## config.mk

```make
export PLATFORM = sky130hd
export DESIGN_NAME = lane_merger
export DESIGN_NICKNAME = d
export VERILOG_FILES = /design/src/rtl/lane_merger.sv
export SDC_FILE = /design/constraint.sdc
export NUM_CORES = 1
export LEC_CHECK = 0
export BUFFER_PORTS_ARGS = -buffer_cell sky130_fd_sc_hd__buf_4
export CORE_MARGIN = 1.5
export CORE_UTILIZATION = 64
export DETAILED_ROUTE_END_ITERATION = 8
export PLACE_DENSITY_LB_ADDON = 0.12
export SYNTH_ARGS = -nofsm -noshare
export SYNTH_HDL_FRONTEND = slang
export SYNTH_HIERARCHICAL = 1
export SYNTH_SLANG_ARGS = --single-unit
```

## constraint.sdc

```tcl
create_clock -name clk -period 5 [get_ports clk]
set_input_delay 0.5 -clock clk [delete_from_list [all_inputs] [get_ports clk]]
set_output_delay 0.5 -clock clk [all_outputs]
set_load 0.005 [all_outputs]
```

## src/rtl/lane_merger.sv

```systemverilog
// Two-lane byte deskew and merge: per-lane FIFOs absorb skew, pairs pop as 16-bit words.
// Optional sticky overflow flag enabled by defining LANE_MERGE_ERR_EN.
module lane_fifo #(
  parameter int DEPTH = 4
) (
  input  logic                     clk,
  input  logic                     reset,
  input  logic                     push_i,
  input  logic [7:0]               data_i,
  input  logic                     pop_i,
  input  logic                     flush_i,
  output logic [7:0]               head_o,
  output logic [$clog2(DEPTH):0]   count_o
);
  localparam int AW = $clog2(DEPTH);
  localparam int CW = AW + 1;

  logic [DEPTH-1:0][7:0] mem_q;
  logic [AW-1:0]         rd_q, wr_q;
  logic [CW-1:0]         cnt_q, cnt_d;
  logic                  accept;

  // A full FIFO still takes a byte when the head leaves on the same edge.
  assign accept  = push_i && ((cnt_q != CW'(DEPTH)) || pop_i);
  assign head_o  = mem_q[rd_q];
  assign count_o = cnt_q;

  always_comb begin
    cnt_d = cnt_q;
    if (accept && !pop_i)      cnt_d = cnt_q + CW'(1);
    else if (!accept && pop_i) cnt_d = cnt_q - CW'(1);
  end

  always_ff @(posedge clk or negedge reset) begin
    if (!reset) begin
      mem_q <= '0;
      rd_q  <= '0;
      wr_q  <= '0;
      cnt_q <= '0;
    end else if (flush_i) begin
      rd_q  <= '0;
      wr_q  <= '0;
      cnt_q <= '0;
    end else begin
      if (accept) begin
        mem_q[wr_q] <= data_i;
        wr_q        <= wr_q + AW'(1);
      end
      if (pop_i) rd_q <= rd_q + AW'(1);
      cnt_q <= cnt_d;
    end
  end
endmodule

module lane_merger #(
  parameter int SKEW_DEPTH = 4
) (
  input  logic        clk,
  input  logic        reset,
  input  logic [7:0]  lane0_data,
  input  logic        lane0_valid,
  input  logic [7:0]  lane1_data,
  input  logic        lane1_valid,
  output logic [15:0] dout,
  output logic        dout_valid,
  output logic        err
);
  localparam int NUM_LANES = 2;
  localparam int CW        = $clog2(SKEW_DEPTH) + 1;

  logic [NUM_LANES-1:0][7:0]    lane_data, head;
  logic [NUM_LANES-1:0]         lane_vld, nonempty;
  logic [NUM_LANES-1:0][CW-1:0] count;
  logic                         pop, flush;
  logic [CW-1:0]                idle_q, idle_d;
  logic [15:0]                  dout_q;
  logic                         dout_valid_q;

  assign lane_data = {lane1_data, lane0_data};
  assign lane_vld  = {lane1_valid, lane0_valid};

  generate
    for (genvar l = 0; l < NUM_LANES; l++) begin : g_lane
      lane_fifo #(.DEPTH(SKEW_DEPTH)) u_fifo (
        .clk     (clk),
        .reset   (reset),
        .push_i  (lane_vld[l]),
        .data_i  (lane_data[l]),
        .pop_i   (pop),
        .flush_i (flush),
        .head_o  (head[l]),
        .count_o (count[l])
      );
      assign nonempty[l] = (count[l] != '0);
    end
  endgenerate

  assign pop = &nonempty;

  // Idle run length saturates at SKEW_DEPTH; reaching it marks packet end.
  always_comb begin
    idle_d = idle_q;
    if (|lane_vld)                     idle_d = '0;
    else if (idle_q != CW'(SKEW_DEPTH)) idle_d = idle_q + CW'(1);
  end

  assign flush = (idle_d == CW'(SKEW_DEPTH)) && !pop;

  always_ff @(posedge clk or negedge reset) begin
    if (!reset) begin
      idle_q       <= '0;
      dout_q       <= '0;
      dout_valid_q <= 1'b0;
    end else begin
      idle_q       <= idle_d;
      dout_valid_q <= pop;
      if (pop) dout_q <= {head[1], head[0]};
    end
  end

`ifdef LANE_MERGE_ERR_EN
  logic [NUM_LANES-1:0] drop;
  logic                 err_q;

  always_comb begin
    drop = '0;
    for (int l = 0; l < NUM_LANES; l++)
      drop[l] = lane_vld[l] && (count[l] == CW'(SKEW_DEPTH)) && !pop;
  end

  always_ff @(posedge clk or negedge reset) begin
    if (!reset)     err_q <= 1'b0;
    else if (|drop) err_q <= 1'b1;
  end

  assign err = err_q;
`else
  assign err = 1'b0;
`endif

  assign dout       = dout_q;
  assign dout_valid = dout_valid_q;
endmodule
```

Yosys cells after proc, flatten, opt, wreduce, memory -nomap -nowiden
Cells that the tools add are included.

storage, ports and cells
  register bits after elaboration = 98
  bits of input ports = 20
  output and inout bits = 18

operators by class
  add/subtract/negate cells = 9
  order comparisons = 6
  equality and inequality tests = 4
  muxes and demuxes = 26
  bitwise gates (word level) = 1
  reductions and logical operators = 25

operators with widths
  kind                                                                                  number
  32-bit bitwise mux                                                                    2
  8-bit binary-select mux with 2-bit select                                             2
  8-bit demux with 2-bit select                                                         2
  8-bit 2-to-1 mux                                                                      4
  3-bit 2-to-1 mux                                                                      8
  2-bit 2-to-1 mux                                                                      8
  2-bit by 3-bit < comparator with 1-bit output (second input constant)                 4
  3-bit nonzero test                                                                    4
  3-bit by 1-bit adder with 3-bit output (second input constant)                        3
  1-bit logical AND                                                                     9
  3-bit inequality test (second input constant)                                         3
  2-bit by 1-bit adder with 2-bit output (second input constant)                        4
  2-bit AND reduction                                                                   3
  2-bit nonzero test                                                                    3
  3-bit by 1-bit subtractor with 3-bit output (second input constant)                   2
  2-bit by 1-bit greater-or-equal comparator with 1-bit output (second input constant)  2
  3-bit equality test (second input constant)                                           1
  1-bit logical NOT                                                                     3
  1-bit logical OR                                                                      2
  2-bit OR reduction                                                                    1
  1-bit inverter                                                                        1

Depth between registers and ports, before layout
Gate-level depths: netlist of the first run.

  word-level depth = 9
  depth in mapped cells = 9
  depth with buffers taken out = 8

Hierarchy
The synthesis of the first run kept the hierarchy.

by module, submodules not included
  module                         times used  cells an instance  area an instance (um^2)  sequential area each (um^2)
  lane_fifo at g_lane[1].u_fifo  1           132                1968.1                   975.9
  lane_fifo at g_lane[0].u_fifo  1           132                1964.4                   975.9
  lane_merger                    1           54                 875.8                    500.5

Worst setup path after synthesis of the first run
No wires, ideal clock.

  path type = reg-to-reg
  start = register g_lane[1].u_fifo.cnt_q[1]
  end = register g_lane[0].u_fifo.cnt_q[2]
  setup time = 0.139 ns
  arrival time = 2.675 ns
  data required time = 4.861 ns
  path slack = 2.186 ns
  cell stages (with the launch flop) = 10
  path buffers = 1
  path through = dfrtp_1 -> nor3_2 -> nor2_4 -> buf_12 -> nor4b_4 -> nor3_1 -> fa_1 -> or3b_2 -> o22ai_1 -> a2111oi_0

on the way
  longest elaborated chain between the ends = 7
  elaborated cells on any way between the ends = 12

ends and longest elaborated chain
  what                                                           RTL line  source
  from (decl)                                                    20        logic [CW-1:0] cnt_q, cnt_d;
  from (signal assigned)                                         50        cnt_q <= cnt_d;
  3-bit nonzero test (*)                                         94        assign nonempty[l] = (count[l] != '0);
  2-bit AND reduction (*)                                        98        assign pop = &nonempty;
  net pop                                                        74        logic pop, flush;
  1-bit logical OR                                               24        assign accept = push_i && ((cnt_q != CW'(DEPTH)) || pop_i);
  1-bit logical AND                                              24
  1-bit logical AND / 1-bit logical NOT (equally long branches)  30, 31
  3-bit 2-to-1 mux / 1-bit logical AND (equally long branches)   30, 31
  3-bit 2-to-1 mux / 3-bit nonzero test (equally long branches)  --
  to (signal assigned)                                           50
  to (decl)                                                      20

The timed path passes the listed nets; every way through them passes the cells marked *.
A chain may end at the register's enable or synchronous reset.

Final worst setup path of the first run
  start = register g_lane[0].u_fifo.cnt_q[1]
  end = register g_lane[1].u_fifo.cnt_q[2]

on the way
  longest elaborated chain between the ends = 7
  elaborated cells on any way between the ends = 12

ends and longest elaborated chain
  what                                                           RTL line
  3-bit nonzero test (*)                                         94
  2-bit AND reduction (*)                                        98
  1-bit logical OR                                               24
  1-bit logical AND                                              24
  1-bit logical AND / 1-bit logical NOT (equally long branches)  30, 31
  3-bit 2-to-1 mux / 1-bit logical AND (equally long branches)   30, 31
  3-bit 2-to-1 mux / 3-bit nonzero test (equally long branches)  --

Mark *: on every way between the ends. The rest lies on a longest branch, timed or not.

==> results of run 1 <==
==> where the power goes <==
part	internal [mW]	total, mW	switching [mW]
clock	0.332	0.603	0.271
combinational	0.988	1.56	0.571
sequential	1.20	1.53	0.329
==> cell type report <==
type | count | share of cell area
flip-flops and latches | 98 | 0.4569
multi-input cells | 192 | 0.4117
repair buffers | 39 | 0.05455
clock buffers | 9 | 0.02308
well taps | 99 | 0.02308
clock inverters | 6 | 0.02098
inverters | 14 | 0.009790
==> through the flow <==
| stage | instance area (um2) | util | hold slack, ps |
|---|---|---|---|
| final | 5368 | 0.7400 | 89.20 |
| after global routing | 5368 | 0.7400 | 110.8 |
| after CTS | 5368 | 0.7400 | 94.23 |
| after detailed placement | 5131 | 0.7074 | 490.2 |
| after global placement | 5131 | 0.7074 | 485.0 |
| after floorplan | 4808 | - | 204.4 |
==> flip-flops by register name, indices dropped and copies added, names as in the netlist <==
signal,count
dout,16
g_lane.u_fifo/wr_q,4
g_lane.u_fifo/rd_q,4
idle_q,3
g_lane.u_fifo/mem_q,64
dout_valid,1
g_lane.u_fifo/count_o,6
==> worst max-delay path by stage <==
| stage | start | end | depth (start not counted) | slack, ps |
|---|---|---|---|---|
| after floorplan | g_lane[1].u_fifo/count_o[1]$_DFFE_PN0P_ | g_lane[0].u_fifo/count_o[2]$_DFFE_PN0P_ | 9 | 2190 |
| after global routing | g_lane[0].u_fifo/count_o[1]$_DFFE_PN0P_ | g_lane[0].u_fifo/count_o[2]$_DFFE_PN0P_ | 9 | 1620 |
| after CTS | g_lane[0].u_fifo/count_o[1]$_DFFE_PN0P_ | g_lane[1].u_fifo/count_o[2]$_DFFE_PN0P_ | 9 | 1810 |
| after detailed placement | g_lane[0].u_fifo/count_o[1]$_DFFE_PN0P_ | g_lane[1].u_fifo/count_o[2]$_DFFE_PN0P_ | 9 | 1820 |
| final | g_lane[0].u_fifo/count_o[1]$_DFFE_PN0P_ | g_lane[1].u_fifo/count_o[2]$_DFFE_PN0P_ | 9 | 1830 |
| after global placement | g_lane[1].u_fifo/count_o[1]$_DFFE_PN0P_ | g_lane[0].u_fifo/count_o[2]$_DFFE_PN0P_ | 9 | 1920 |
==> kinds of logic (layout without fill, tap and decap cells) <==
logic type / Yosys count / after routing / share of synthesized area
AND/OR/NAND/NOR: 51 / 51 / 0.1015
flip-flops: 98 / 98 / 0.5100
AO/OA/AOI/OAI: 21 / 21 / 0.03279
other: 1 / 1 / 0.0007799
XOR/XNOR: 7 / 7 / 0.01275
multiplexers: 100 / 100 / 0.2774
buffers and inverters: 28 / 68 / 0.03044
adder cells (fa/ha/maj): 12 / 12 / 0.03435
==> critical path, stage by stage, from the launching register on <==
cell and delay, ps:
dfrtp_1 470, nor3_2 290, nor2_4 60, buf_4 310, nor4b_4 620, nor3_1 130, fa_1 460, or3b_2 470
o22ai_1 120, a2111oi_0 110
==> routing by layer <==
metal	vias to the layer above	part of all wire	GRT usage
li1	1231	-	-
met2	38	0.50	0.3772
met3	14	0.031	0.05027
met1	1398	0.46	0.3219
met5	-	0	0
met4	0	0.014	0.07972
==> layout by cell type (no fill, tap or decap), types with 3 or more instances in the layout <==
cell / synthesis / final
xnor2_1: 3 / 3
mux4_2: 16 / 16
nor4b_4: 10 / 10
dfrtp_1: 98 / 98
nand2b_1: 4 / 4
xor2_1: 4 / 4
mux2_2: 74 / 74
nand2_1: 3 / 3
ha_1: 10 / 10
buf_4: 4 / 39
a21oi_1: 6 / 6
mux2_4: 8 / 8
nor2_1: 15 / 15
bufinv_16: 0 / 3
clkbuf_8: 0 / 9
nor3_1: 5 / 5
inv_1: 12 / 12
==> results.py, run 1 <==
metrics = {
    "placement": {
        "dp_hpwl_um": 5705,
        "port_buffers": 36,
        "post-place-ws_ps": 1822,
        "dp_cells": 442,
        "place.gp.congestion": 0.7637,
    },
    "floorplanning": {
        "io_pins": 38,
        "die_area_um2": 8042,
        "die_y_um": 89.68,
        "row_count": 31,
        "coreArea_um2": 7253,
        "initial_core_util": 0.6629,
        "fp.dieW_um": 89.68,
    },
    "cts": {
        "cts_made_buffers": 9,
        "cts_num_sinks": 98,
        "cts-root-buf": "clkbuf_8",
        "cts-resized-gates": 0,
        "post-cts-setup-buffer-count": 0,
        "cts.path.max_buffers": 2,
        "cts_hold_buf": 0,
        "cts_tree": "done",
        "clkTransAtPathRegs_ps": 90,
        "htree_num_levels": 3,
        "insertion_delay_ps": 360,
    },
    "critical_path": {
        "reg2regPathDepth": 9,
        "startpoint_type": "register",
        "critPathArrivalTime_ps": 3400,
        "cp-end-kind": "register",
        "r2r_end": "g_lane[1].u_fifo/count_o[2]$_DFFE_PN0P_",
        "r2r-start": "g_lane[0].u_fifo/count_o[1]$_DFFE_PN0P_",
        "crit_fanout": 41,
        "rrSetupSlack_ps": 1830,
        "required_ps": 5230,
        "criticalPathCategory": "register to register",
    },
    "logic_synthesis": {
        "yosysMostFrequentCell": "dfrtp_1",
        "synth_flop_cell": "dfrtp_1",
        "synth_cell_type_count": 41,
        "syn_nets": 350,
        "yosysWarnings": 6,
        "synth_cells": 318,
        "synth-edff-count": 0,
        "ys_seq_area_frac": 0.5100,
        "synth_top_area_cell": "dfrtp_1",
        "ys_async_sr_fraction": 1.000,
        "synth_seq_cells": 98,
        "synth_area_um2": 4808,
        "syn_area_per_cell_um2": 15.12,
        "netlist.area_leader.share": 0.5100,
        "yosys-top-cells-count": "dfrtp_1 (98), mux2_2 (74), mux4_2 (16), nor2_1 (15), inv_1 (12)",
        "ys_top_cells_by_area": "dfrtp_1 (51%), mux2_2 (17%), mux4_2 (7.5%)",
    },
    "power": {
        "power_density_nw_per_um2": 688.1,
        "leakagePower_nw": 2.326,
        "finalPower_mw": 3.694,
        "ir_worst_vdd_mv": 0.3298,
    },
    "route": {
        "wirelength_um": 8355,
        "avgViaCountPerCell": 5.867,
        "first_pass_iters": 4,
        "drt_iter0_markers": 118,
        "ant_nets": 0,
        "post_drt_wl_per_cell_um": 18.28,
        "via_count": 2681,
        "drc": 0,
    },
    "cells_and_area": {
        "area_growth_pct": 11.63,
        "drive_above_1_share": 0.4804,
        "num_antenna_cells": 0,
        "instances_no_fill": 457,
        "multi_input_area_um2": 2210,
        "n_fill_cell": 468,
        "ff_latch_area_um2": 2452,
        "nNetsFinal": 386,
    },
    "global_routing": {
        "first_global_vias": 2761,
        "grt_max_degree": 63,
        "grt_pass1_wl_um": 13800,
        "track_usage": 0.2348,
        "grt-ovfl-total": 0,
        "antenna_found_initial": 0,
    },
    "timing": {
        "relSlewSlack": 0.4889,
        "fin_tns_setup_ps": 0,
        "setup_ws_ps": 1832,
        "drv_slew": 0,
        "worst_pin_slew_ps": 763.4,
        "rsz0062_at_grt": "no",
        "fin_crit_sh": 0.6336,
        "skew_ps": 9.336,
        "setup_viol": 0,
        "timing.final.hold_violations": 0,
        "timing.fmax_ghz": 0.3157,
        "period_minus_slack_ps": 3168,
    },
    "status": {
        "status": "finished clean",
    },
    "job": {
        "cap_violations": 0,
    },
    "worst_hold_path": {
        "min_path_type": "input pin to asynchronous set/reset pin",
    },
}
No activity file was read; power rests on OpenSTA's default activity.
==> run 2, diff against run 1 <==
Settings changed: ABC_AREA set to 1, CORE_UTILIZATION 64 to 60.
Clock period 5 ns to 3.2 ns, I/O delays scaled along.
==> run 2 against run 1 <==
Compared with the run above: wire length up 28%; final cell count is 59% higher; largest power group unchanged; non-clock buffer count rose by 5.
==> results.py, run 2 <==
metrics = {
    "status": {
        "status": "finished clean",
    },
    "floorplanning": {
        "coreArea_um2": 7687,
        "die_y_um": 91.91,
        "initial_core_util": 0.6170,
        "die_area_um2": 8447,
        "fp.dieW_um": 91.91,
        "io_pins": 38,
        "row_count": 32,
    },
    "global_routing": {
        "track_usage": 0.2794,
        "grt-ovfl-total": 0,
        "antenna_found_initial": 0,
        "grt_pass1_wl_um": 18340,
        "first_global_vias": 3824,
        "grt_max_degree": 47,
    },
    "cells_and_area": {
        "drive_above_1_share": 0.1300,
        "top_register": "g_lane.u_fifo/mem_q",
        "most-common-layout-cells": "nand2_1 (222), dfrtp_1 (98), nand3_1 (67)",
        "ff_latch_area_um2": 2452,
        "mostFrequentLayoutCell": "nand2_1",
        "final_util": 0.6794,
        "multi_input_area_um2": 1986,
        "num_antenna_cells": 0,
        "area_growth_pct": 10.10,
        "largest_register_ffs": 64,
        "n_fill_cell": 684,
        "nNetsFinal": 650,
    },
    "logic_synthesis": {
        "yosysWarnings": 6,
        "synth-edff-count": 0,
        "ys_async_sr_fraction": 1.000,
        "netlist.area_leader.share": 0.5170,
        "synth_flop_cell": "dfrtp_1",
        "synth_top_area_cell": "dfrtp_1",
        "ys_seq_area_frac": 0.5170,
        "synth_cell_type_count": 23,
        "syn_area_per_cell_um2": 8.067,
        "yosys-top-cells-count": "nand2_1 (222), dfrtp_1 (98), nand3_1 (67), nor2_1 (42), o21ai_0 (35)",
        "synth_seq_cells": 98,
        "synth_cells": 588,
        "syn_nets": 620,
        "yosysMostFrequentCell": "nand2_1",
        "synth_area_um2": 4743,
        "ys_top_cells_by_area": "dfrtp_1 (52%), nand2_1 (18%), nand3_1 (7.1%)",
    },
    "placement": {
        "port_buffers": 36,
        "dp_hpwl_um": 7443,
        "post-place-ws_ps": 792.1,
        "place.gp.congestion": 0.8249,
    },
    "route": {
        "ant_nets": 0,
        "avgViaCountPerCell": 5.446,
        "post_drt_wl_per_cell_um": 14.79,
        "drc": 0,
        "via_count": 3948,
        "drt_iter0_markers": 227,
        "wirelength_um": 10730,
        "first_pass_iters": 5,
    },
    "power": {
        "pwr-share-comb": 0.448,
        "clockPowerShare": 0.141,
        "power_density_nw_per_um2": 1038,
        "ir_worst_vdd_mv": 0.4791,
        "p_switching_mw": 2.368,
        "netSwitchingFraction": 0.4368,
        "p_int_mw": 3.052,
        "sequentialPowerShare": 0.411,
        "finalPower_mw": 5.420,
        "leakagePower_nw": 2.807,
    },
    "critical_path": {
        "cpMostUsedCell": "nor2_1",
        "cp_slowest_cell": "nor2_1",
        "crit_chain": "inv_1 > ha_1 > inv_1 > nand2_1 > nor2_1 > nor2_1 > nand3_1 > nor2_1 > nor2_2 > buf_4 > nand3_1 > nand2_1",
        "criticalPathCategory": "register to register",
        "slowest_delay_ps": 530,
        "critPathArrivalTime_ps": 2650,
        "startpoint_type": "register",
        "required_ps": 3450,
        "cp-end-kind": "register",
        "crit_fanout": 20,
    },
    "worst_hold_path": {
        "min_path_type": "input pin to register",
    },
    "timing": {
        "worst_pin_slew_ps": 677.8,
        "holdWs_ps": 217.8,
        "drv_slew": 0,
        "fin_crit_sh": 0.7509,
        "period_minus_slack_ps": 2403,
        "timing.final.hold_violations": 0,
        "skew_ps": 9.299,
        "setup_viol": 0,
        "setup_ws_ps": 797.1,
        "timing.fmax_ghz": 0.4162,
        "rsz0062_at_grt": "no",
        "relSlewSlack": 0.5465,
        "fin_tns_setup_ps": 0,
    },
    "cts": {
        "post-cts-setup-buffer-count": 0,
        "cts_tree": "done",
        "insertion_delay_ps": 360,
        "cts-root-buf": "clkbuf_8",
        "cts_num_sinks": 98,
        "cts.path.max_buffers": 2,
        "clkTransAtPathRegs_ps": 90,
        "htree_num_levels": 3,
        "cts_made_buffers": 9,
    },
    "job": {
        "cap_violations": 0,
    },
}
-- run 2: cells by family after synthesis --
logic type | count (synthesis) | share of synthesized area
AOI/OAI and AO/OA | 64 | 0.07175
adders and majority gates | 12 | 0.03482
buffers and inverters | 60 | 0.06437
DFF | 98 | 0.5170
other | 1 | 0.0007906
and+or+nand+nor | 353 | 0.3113
-- run 2: timing repair --
action / in CTS / in global routing
hold buffers: 1 / 0
resized for setup: 0 / 0
hold endpoints to repair: 44 / 0
-- run 2: final timing paths --
kind                                                         from                                       to  slack, ps  depth (start not counted)
hold reg to reg            g_lane[1].u_fifo/mem_q[20]$_DFFE_PN0P_   g_lane[1].u_fifo/mem_q[20]$_DFFE_PN0P_        470                          2
min in group asynchronous                                   reset  g_lane[1].u_fifo/count_o[1]$_DFFE_PN0P_        500                          2
setup / recovery                              idle_q[0]$_DFF_PN0_    g_lane[1].u_fifo/mem_q[6]$_DFFE_PN0P_        800                         12
setup reg to reg                              idle_q[0]$_DFF_PN0_    g_lane[1].u_fifo/mem_q[6]$_DFFE_PN0P_        800                         12
max in group asynchronous                                   reset                     dout[10]$_DFFE_PN0P_       1860                          3
hold / removal                                      lane1_data[1]   g_lane[1].u_fifo/mem_q[17]$_DFFE_PN0P_        220                          3
-- run 2: final cells by class --
class                   count  area share
well taps                 102     0.02444
inverters                  35     0.02563
flip-flops and latches     98      0.4696
clock inverters             3    0.004073
multi-input cells         430      0.3802
clock buffers              13     0.03234
repair buffers             44     0.06373
-- run 2: per-layer routing --
| metal | GRT usage | routed length, um |
|---|---|---|
| met1 | 0.3736 | 4940 |
| met5 | 0 | 0 |
| met4 | 0.1154 | 225 |
| met2 | 0.4611 | 5189 |
| met3 | 0.03731 | 370 |
-- run 2: power by group through the flow --
stage	sequential [mW]	clock (mW)	combinational, mW
3_3_place_gp	2.22	0	2.35
6_report	2.23	0.764	2.43
2_1_floorplan	2.11	0	1.84
3_5_place_dp	2.24	0	2.43
4_1_cts	2.22	0.787	2.45
5_1_grt	2.29	0.834	2.79
-- run 2: metrics by stage --
stage          std cells  area [um2]
2_1_floorplan        588        4743
3_3_place_gp         708        5022
3_5_place_dp         708        5022
4_1_cts              725        5223
5_1_grt              725        5223
6_report             725        5223
-- run 2: worst max-delay path, delay by kind of cell (launching register included) --
family                   cells  cell delay, ps
adder cells (fa/ha/maj)      1             170
flip-flops                   1             420
buffers and inverters        3             420
AND/OR/NAND/NOR              8            1280
